## src/rtl/uart_mem_pkg.sv

```systemverilog
// Shared command, status and state definitions for the UART-to-memory bridge.
package uart_mem_pkg;

    localparam logic [7:0] CMD_SET_ADDR = 8'h01;
    localparam logic [7:0] CMD_LOAD     = 8'h02;
    localparam logic [7:0] CMD_WRITE    = 8'h03;
    localparam logic [7:0] CMD_READ     = 8'h04;
    localparam logic [7:0] CMD_GET_ADDR = 8'h05;
    localparam logic [7:0] CMD_COUNT    = 8'h06;
    localparam logic [7:0] CMD_ID       = 8'h07;

    localparam logic [7:0] ST_OK      = 8'h00;
    localparam logic [7:0] ST_BADCMD  = 8'hE1;
    localparam logic [7:0] ST_TIMEOUT = 8'hE2;

    // state        | meaning
    // S_COLLECT    | gathering command + payload bytes from uart_rx
    // S_EXEC       | decode command, update registers, pick response
    // S_MEM_ISSUE  | wait for memory idle, then issue request pulse
    // S_MEM_WAIT   | wait for write completion or read data
    // S_SEND       | response frame handed to the serialiser
    typedef enum logic [2:0] {
        S_COLLECT,
        S_EXEC,
        S_MEM_ISSUE,
        S_MEM_WAIT,
        S_SEND
    } bridge_state_t;

    typedef enum logic [1:0] {
        SER_IDLE,
        SER_SEND,
        SER_SEND_WAIT
    } ser_state_t;

endpackage

```

## src/rtl/uart_frame_ser.sv

```systemverilog
// Sends a (DATA_BYTES+1)-byte frame MSB first, one byte per uart_tx handshake.
module uart_frame_ser
    import uart_mem_pkg::*;
#(
    parameter int DATA_BYTES = 4
) (
    input  logic                          clk,
    input  logic                          reset,
    input  logic                          start,
    input  logic [8*(DATA_BYTES+1)-1:0]   frame,
    input  logic                          tx_ready,
    output logic                          tx_start,
    output logic [7:0]                    tx_data,
    output logic                          done
);

    localparam int FW = 8*(DATA_BYTES+1);
    localparam int CW = $clog2(DATA_BYTES+2);

    ser_state_t      state;
    logic [FW-1:0]   shift;
    logic [CW-1:0]   cnt;

    always_ff @(posedge clk or posedge reset) begin
        if (reset) begin
            state    <= SER_IDLE;
            shift    <= '0;
            cnt      <= '0;
            tx_start <= 1'b0;
            tx_data  <= '0;
            done     <= 1'b0;
        end else begin
            tx_start <= 1'b0;
            done     <= 1'b0;
            case (state)
                SER_IDLE: begin
                    if (start) begin
                        shift <= frame;
                        cnt   <= '0;
                        state <= SER_SEND;
                    end
                end
                SER_SEND: begin
                    if (tx_ready) begin
                        tx_start <= 1'b1;
                        tx_data  <= shift[FW-1 -: 8];
                        shift    <= {shift[FW-9:0], 8'h00};
                        state    <= SER_SEND_WAIT;
                    end
                end
                SER_SEND_WAIT: begin
                    // uart_tx drops tx_ready once it has accepted the byte
                    if (!tx_ready) begin
                        if (cnt == CW'(DATA_BYTES)) begin
                            done  <= 1'b1;
                            state <= SER_IDLE;
                        end else begin
                            cnt   <= cnt + 1'b1;
                            state <= SER_SEND;
                        end
                    end
                end
                default: state <= SER_IDLE;
            endcase
        end
    end

endmodule

```

## src/rtl/uart_mem_bridge.sv

```systemverilog
// Serial command bridge: collects command frames, runs them against memory,
// and returns a status byte plus DATA_BYTES of response data.
module uart_mem_bridge
    import uart_mem_pkg::*;
#(
    parameter int          DATA_BYTES  = 4,
    parameter int          ADDR_W      = 32,
    parameter int          ADDR_STEP   = 2,
    parameter int          MEM_TIMEOUT = 1024,
    parameter int          RX_TIMEOUT  = 65535,
    parameter logic [31:0] ID_VALUE    = 32'd259
) (
    input  logic                    clk,
    input  logic                    reset,
    input  logic                    rx_rcv,
    input  logic [7:0]              rx_data,
    input  logic                    tx_ready,
    output logic                    tx_start,
    output logic [7:0]              tx_data,
    output logic                    mem_rd_req,
    output logic                    mem_wr_req,
    output logic [ADDR_W-1:0]       mem_addr,
    output logic [8*DATA_BYTES-1:0] mem_wr_d,
    output logic [DATA_BYTES-1:0]   mem_wr_byte_en,
    input  logic [8*DATA_BYTES-1:0] mem_rd_d,
    input  logic                    mem_rd_rdy,
    input  logic                    mem_busy,
    output logic                    rx_dropped,
    output logic                    frame_err
);

    localparam int DW  = 8*DATA_BYTES;
    localparam int FW  = DW + 8;
    localparam int BCW = $clog2(DATA_BYTES+2);
    localparam int MTW = $clog2(MEM_TIMEOUT+1);
    localparam int RTW = $clog2(RX_TIMEOUT+1);

    bridge_state_t   state;
    logic [FW-1:0]   rx_shift;
    logic [BCW-1:0]  byte_cnt;
    logic [RTW-1:0]  rx_timer;
    logic [MTW-1:0]  mem_timer;
    logic [DW-1:0]   frame_cnt;
    logic [DW-1:0]   resp;
    logic [7:0]      status;
    logic            is_read;
    logic            seen_busy;
    logic            ser_start;
    logic            ser_done;
    logic [7:0]      cmd;
    logic [DW-1:0]   payload;

    assign cmd            = rx_shift[FW-1 -: 8];
    assign payload        = rx_shift[DW-1:0];
    assign mem_wr_byte_en = '1;

    always_ff @(posedge clk or posedge reset) begin
        if (reset) begin
            state      <= S_COLLECT;
            rx_shift   <= '0;
            byte_cnt   <= '0;
            rx_timer   <= '0;
            mem_timer  <= '0;
            frame_cnt  <= '0;
            resp       <= '0;
            status     <= ST_OK;
            is_read    <= 1'b0;
            seen_busy  <= 1'b0;
            ser_start  <= 1'b0;
            mem_rd_req <= 1'b0;
            mem_wr_req <= 1'b0;
            mem_addr   <= '0;
            mem_wr_d   <= '0;
            rx_dropped <= 1'b0;
            frame_err  <= 1'b0;
        end else begin
            mem_rd_req <= 1'b0;
            mem_wr_req <= 1'b0;
            ser_start  <= 1'b0;
            frame_err  <= 1'b0;
            rx_dropped <= rx_rcv && (state != S_COLLECT);

            if (state == S_MEM_ISSUE || state == S_MEM_WAIT) begin
                if (mem_timer != '0)
                    mem_timer <= mem_timer - 1'b1;
            end

            case (state)
                S_COLLECT: begin
                    if (rx_rcv) begin
                        rx_shift <= {rx_shift[FW-9:0], rx_data};
                        rx_timer <= RTW'(RX_TIMEOUT-1);
                        if (byte_cnt == BCW'(DATA_BYTES)) begin
                            byte_cnt <= '0;
                            state    <= S_EXEC;
                        end else begin
                            byte_cnt <= byte_cnt + 1'b1;
                        end
                    end else if (byte_cnt != '0) begin
                        if (rx_timer == '0) begin
                            byte_cnt  <= '0;
                            frame_err <= 1'b1;
                        end else begin
                            rx_timer <= rx_timer - 1'b1;
                        end
                    end
                end
                S_EXEC: begin
                    status    <= ST_OK;
                    ser_start <= 1'b1;
                    state     <= S_SEND;
                    case (cmd)
                        CMD_SET_ADDR: begin
                            mem_addr <= payload[ADDR_W-1:0];
                            resp     <= payload;
                        end
                        CMD_LOAD: begin
                            mem_wr_d <= payload;
                            resp     <= payload;
                        end
                        CMD_WRITE, CMD_READ: begin
                            ser_start <= 1'b0;
                            is_read   <= (cmd == CMD_READ);
                            mem_timer <= MTW'(MEM_TIMEOUT-1);
                            state     <= S_MEM_ISSUE;
                        end
                        CMD_GET_ADDR: resp <= DW'(mem_addr);
                        CMD_COUNT: begin
                            resp      <= frame_cnt;
                            frame_cnt <= frame_cnt + 1'b1;
                        end
                        CMD_ID: resp <= DW'(ID_VALUE);
                        default: begin
                            status <= ST_BADCMD;
                            resp   <= '0;
                        end
                    endcase
                end
                S_MEM_ISSUE: begin
                    if (!mem_busy) begin
                        mem_rd_req <= is_read;
                        mem_wr_req <= !is_read;
                        seen_busy  <= 1'b0;
                        state      <= S_MEM_WAIT;
                    end else if (mem_timer == '0) begin
                        status    <= ST_TIMEOUT;
                        resp      <= '0;
                        ser_start <= 1'b1;
                        state     <= S_SEND;
                    end
                end
                S_MEM_WAIT: begin
                    if (is_read ? mem_rd_rdy : (seen_busy && !mem_busy)) begin
                        resp      <= is_read ? mem_rd_d : DW'(mem_addr);
                        mem_addr  <= mem_addr + ADDR_W'(ADDR_STEP);
                        ser_start <= 1'b1;
                        state     <= S_SEND;
                    end else if (mem_timer == '0) begin
                        status    <= ST_TIMEOUT;
                        resp      <= '0;
                        ser_start <= 1'b1;
                        state     <= S_SEND;
                    end else begin
                        seen_busy <= seen_busy | mem_busy;
                    end
                end
                S_SEND: begin
                    if (ser_done)
                        state <= S_COLLECT;
                end
                default: state <= S_COLLECT;
            endcase
        end
    end

    uart_frame_ser #(
        .DATA_BYTES (DATA_BYTES)
    ) u_ser (
        .clk      (clk),
        .reset    (reset),
        .start    (ser_start),
        .frame    ({status, resp}),
        .tx_ready (tx_ready),
        .tx_start (tx_start),
        .tx_data  (tx_data),
        .done     (ser_done)
    );

endmodule
```

## config.mk

```make
export PLATFORM = sky130hd
export DESIGN_NAME = uart_mem_bridge
export DESIGN_NICKNAME = d
export VERILOG_FILES = /design/src/rtl/uart_mem_pkg.sv /design/src/rtl/uart_frame_ser.sv /design/src/rtl/uart_mem_bridge.sv
export SDC_FILE = /design/constraint.sdc
export NUM_CORES = 1
export LEC_CHECK = 0
export ABC_AREA = 1
export CAP_MARGIN = 20
export CELL_PAD_IN_SITES_DETAIL_PLACEMENT = 0
export CELL_PAD_IN_SITES_GLOBAL_PLACEMENT = 1
export CORE_MARGIN = 4
export CORE_UTILIZATION = 43
export CTS_CLUSTER_SIZE = 16
export DETAILED_ROUTE_END_ITERATION = 10
export GPL_TIMING_DRIVEN = 0
export PLACE_DENSITY = 0.86
export SYNTH_ARGS = -nofsm -noshare
export SYNTH_HDL_FRONTEND = slang
export SYNTH_SLANG_ARGS = --single-unit
```

## constraint.sdc

```tcl
create_clock -name clk -period 12.4 [get_ports clk]
set_clock_uncertainty 0.1 [all_clocks]
set_input_delay 1.86 -clock clk [delete_from_list [all_inputs] [get_ports clk]]
set_output_delay 1.86 -clock clk [all_outputs]
set_load 0.01 [all_outputs]
```

* Word-level counts from Yosys, hierarchy flattened *
Cells that the tools add are included.

operators by class
  add/subtract/negate cells = 6
  reduce and logical (&&, ||, !) cells = 37
  equality and inequality tests = 30
  bitwise logic cells = 1
  multiplexer cells = 68

operators by type and width
  kind                   number
  $mux 32                6
  $pmux 32 s5            1
  $pmux 32 s3            1
  $mux 40                2
  $pmux 40 s2            1
  $pmux 32 s2            1
  $mux 16                3
  $mux 11                4
  $mux 3                 14
  $add 32x1->32 const B  1
  $add 32x2->32 const B  1
  $eq 8x3->1 const B     4
  $mux 8                 4
  $ne 2x2->1 const B     12
  $pmux 8 s3             1
  $reduce_and 3->1       8
  $mux 1                 22
  $eq 8x2->1 const B     2
  $logic_not 16->1       1
  $sub 16x1->16 const B  1
  $pmux 3 s5             1
  $reduce_bool 2->1      6
  $logic_not 11->1       1
  $reduce_bool 11->1     1
  other kinds (25)       43

word-level totals
  output and inout bits = 81
  word-level logic and storage cells = 165
  flip-flop bits (word level) = 271
  input bits = 46

* Depth between registers and ports, before layout *
  word-level depth = 5
  depth in mapped cells = 13
  depth with buffers taken out = 11

* Hierarchy *
A second synthesis with hierarchy kept.

unflattened totals
  cells, all modules = 2,078
  area total of the unflattened synthesis = 14,850.5 um2

modules (own cells, without submodules)
  module           times used  cells an instance  area each (um2)  sequential area each (um2)
  uart_mem_bridge  1           1,751              12,230.5         5,280.1
  uart_frame_ser   1           327                2,620.0          1,376.3

* Worst setup path after synthesis *
Ideal clock, no wire load.

  kind = in2reg
  start point = in mem_busy
  end point = reg mem_addr[14]
  setup slack = 9.420 ns
  stages on the path = 9
  arrival time = 2.761 ns
  setup time = 0.119 ns
  required time = 12.181 ns
  buffers on the path = 1
  path through = inv_1 -> nand3_1 -> a21oi_4 -> inv_2 -> nand2_2 -> inv_2 -> buf_2 -> a21oi_1 -> nor2_1

on the way
  word-level cells in the longest chain between the ends = 5

RTL lines
  item                        line                    source
  from (decl)                 uart_mem_bridge.sv:27   input logic mem_busy,
  $logic_not 1->1             uart_mem_bridge.sv:153  if (is_read ? mem_rd_rdy : (seen_busy && !mem_busy)) begin
  $logic_and 1x1->1           uart_mem_bridge.sv:153
  $mux 1                      uart_mem_bridge.sv:153
  $ne 2x1->1 (no line)        -
  $reduce_and 3->1 (no line)  -
  to (signal assigned)        uart_mem_bridge.sv:114  mem_addr <= payload[ADDR_W-1:0];
  to (signal assigned)        uart_mem_bridge.sv:155  mem_addr <= mem_addr + ADDR_W'(ADDR_STEP);
  to (decl)                   uart_mem_bridge.sv:22   output logic [ADDR_W-1:0] mem_addr,

Every way passes these cells.
A chain may end at the register's enable or synchronous reset.

* Final worst setup path *
  start point = reg mem_addr[12]
  end point = out mem_addr[12]

No word-level cell between the ends.

==> metrics.cfg <==
[min_path]
min_delay_path_depth = 2
hp-class = reg2reg

[timing]
max_freq_ghz = 0.264
setup_ws_ps = 8610
final-setup-viol-count = 0
setup_tns_ps = 0
hold_viol_final = 0
post-route-period-util_pct = 30.5
period_needed_ps = 3790
rsz0062_at_grt = no
slew_headroom_pct = 50.4
tightest_slew_ps = 743
hold_slack_ps = 381
drv_slew = 0

[routing]
drt_iter0_drc = 1215
drt_wl_total_mm = 50.2
drc = 0
postRouteAntennaNets = 0
drt_first_pass_iters = 6
viasPerCell = 5.22
num_vias = 14068
wire_per_inst_um = 18.6

[finish]
syn2layout_area_growth_pct = 19.8
register_area_um2 = 6660
instances_no_fill = 2695
num_antenna_cells = 0
final_cell_mix = nand2_1, dfrtp_1, inv_1
final_common_cell = nand2_1
fill_cells = 3428
multi_input_area_um2 = 6700
drive_above_1_share_pct = 5.38
nets = 2280

[clock_network]
htree_levels = 1
cts_tree = built
hold_buffers = 0
clkTransAtPathRegs_ps = 60
clockBufferDepth = 3
post_cts_resized = 0
cts_setup_buffers = 0
clock_latency_ps = 580
root_buffer = clkbuf_16
clkSinkCount = 266
numCtsBuffers = 31

[floorplan]
design.core.area_um2 = 33500
rows = 67
die_area_um2 = 36900
fp.dieW_um = 192
initial_core_util_pct = 43.5
fp.dieH_um = 192
io_pins = 127

[placed_design]
dp.cells = 2639
pre_cts_slack_ps = 8490
gp_congestion = 0.950
hpwlAfterDp_mm = 38.9
io_buffer_count = 122

[global_routing]
gr-total-overflow = 0
antenna_found_initial = 0
groute.usage.overall_pct = 27.3
grt_pass1_vias = 13558
grt_max_degree = 131
grt_pass1_wl_mm = 78.4

[power]
power_per_cell_area_nw_per_um2 = 206
irDropWorstVdd_mv = 0.177
leakage_nw = 8.10

[critical_path]
critical-path-slowest-cell = clkdlybuf4s50_1
cp.depth = 1
required_ps = 10440
start_kind = register
critical_path_class = reg2out
timing.critical_path.buf_inv = 1
worstSetupEndpointType = primary output
cp_slowest_stage_delay_ps = 630
cp_max_fo = 8
cp.arrival_ps = 1830
worstPathCellList = clkdlybuf4s50_1
critPathTopFamily = buffers and inverters
reg2regPathDepth = 11

[logic_synthesis]
yosys_warnings = 0
async_reset_ff_share_pct = 100
ys_seq_elements = 266
yosysTopAreaCell = dfrtp_1
yosysSeqAreaShare_pct = 45.6
synth_ff_type = dfrtp_1
syn_area_per_cell_um2 = 7.07
netlist_instances = 2064
ys_types = 33
synth_top_area_share_pct = 45.6
syn-cell-area_um2 = 14600
synth-edff-count = 0
synthTopCellsByArea = dfrtp_1, nand2_1, o21ai_0

[outcome]
status = finished clean

[run]
cap_violations = 0

## Yosys cell counts, types with 9 or more instances
library cell,n
clkbuf_1,45
o21ai_0,208
xnor2_1,9
a21oi_1,35
nand3b_1,10
inv_1,211
o211ai_1,32
nand3_1,200
inv_2,9
dfrtp_1,266
xor2_1,28
nand2_1,727
ha_1,10
buf_2,36
nor2_1,166
nor3_1,23
## report_power, final
group	switching, mW	internal [mW]	leakage, nW
Clock	0.393	0.543	0.506
Combinational	0.817	0.434	4.14
Sequential	0.266	1.14	3.46
Total	1.48	2.12	8.10
## logic make-up after synthesis
family | synth area share, %
flip-flops | 45.6
XOR/XNOR | 2.22
buffers and inverters | 8.54
AO/OA/AOI/OAI | 10.6
AND/OR/NAND/NOR | 32.2
other | 0.0257
adder cells (fa/ha/maj) | 0.858
## cell type report
| class | count | area share, % |
|---|---|---|
| timing repair buffer | 124 | 7.30 |
| multi-input combinational | 1487 | 38.3 |
| sequential | 266 | 38.1 |
| clock inverter | 19 | 1.20 |
| clock buffer | 37 | 4.74 |
| tap | 448 | 3.21 |
| buffer | 93 | 2.38 |
| inverter | 221 | 4.79 |
## per-stage QoR
step	instance area, um^2	total power [mW]	util, %
finish	17500	3.59	52.1
global route	17500	3.85	52.1
CTS	17500	3.60	52.1
detailed placement	16400	2.65	49.0
global placement	16400	2.62	48.8
floorplan	14600	2.10	-
## metal layers
metal  global-route usage, %  wire [um]
met3                    2.93       3030
met5                       0          0
met4                    9.33       2070
met2                    42.5      22100
met1                    39.8      23000
## registers in the layout (all words and copies together) (netlist names), 2 cells and up
register,cells
state,3
u_ser.state,2
mem_wr_d,32
rx_timer,16
resp,32
mem_addr,32
frame_cnt,32
byte_cnt,3
status,3
u_ser.cnt,3
u_ser.tx_data,8
mem_timer,11
rx_shift,40
u_ser.shift,40
## worst paths after layout
kind                            slack (ps)          endpoint              from
worst max-delay path                  8610      mem_addr[12]      mem_addr[12]
worst min-delay path                   380  u_ser.tx_data[0]  u_ser.tx_data[0]
worst max register to register        9700           resp[0]      rx_shift[36]
worst min register to register         380  u_ser.tx_data[0]  u_ser.tx_data[0]
max in group asynchronous             9750      frame_cnt[2]             reset
min in group asynchronous             1530           is_read             reset
No activity file was read; power rests on OpenSTA's default activity.
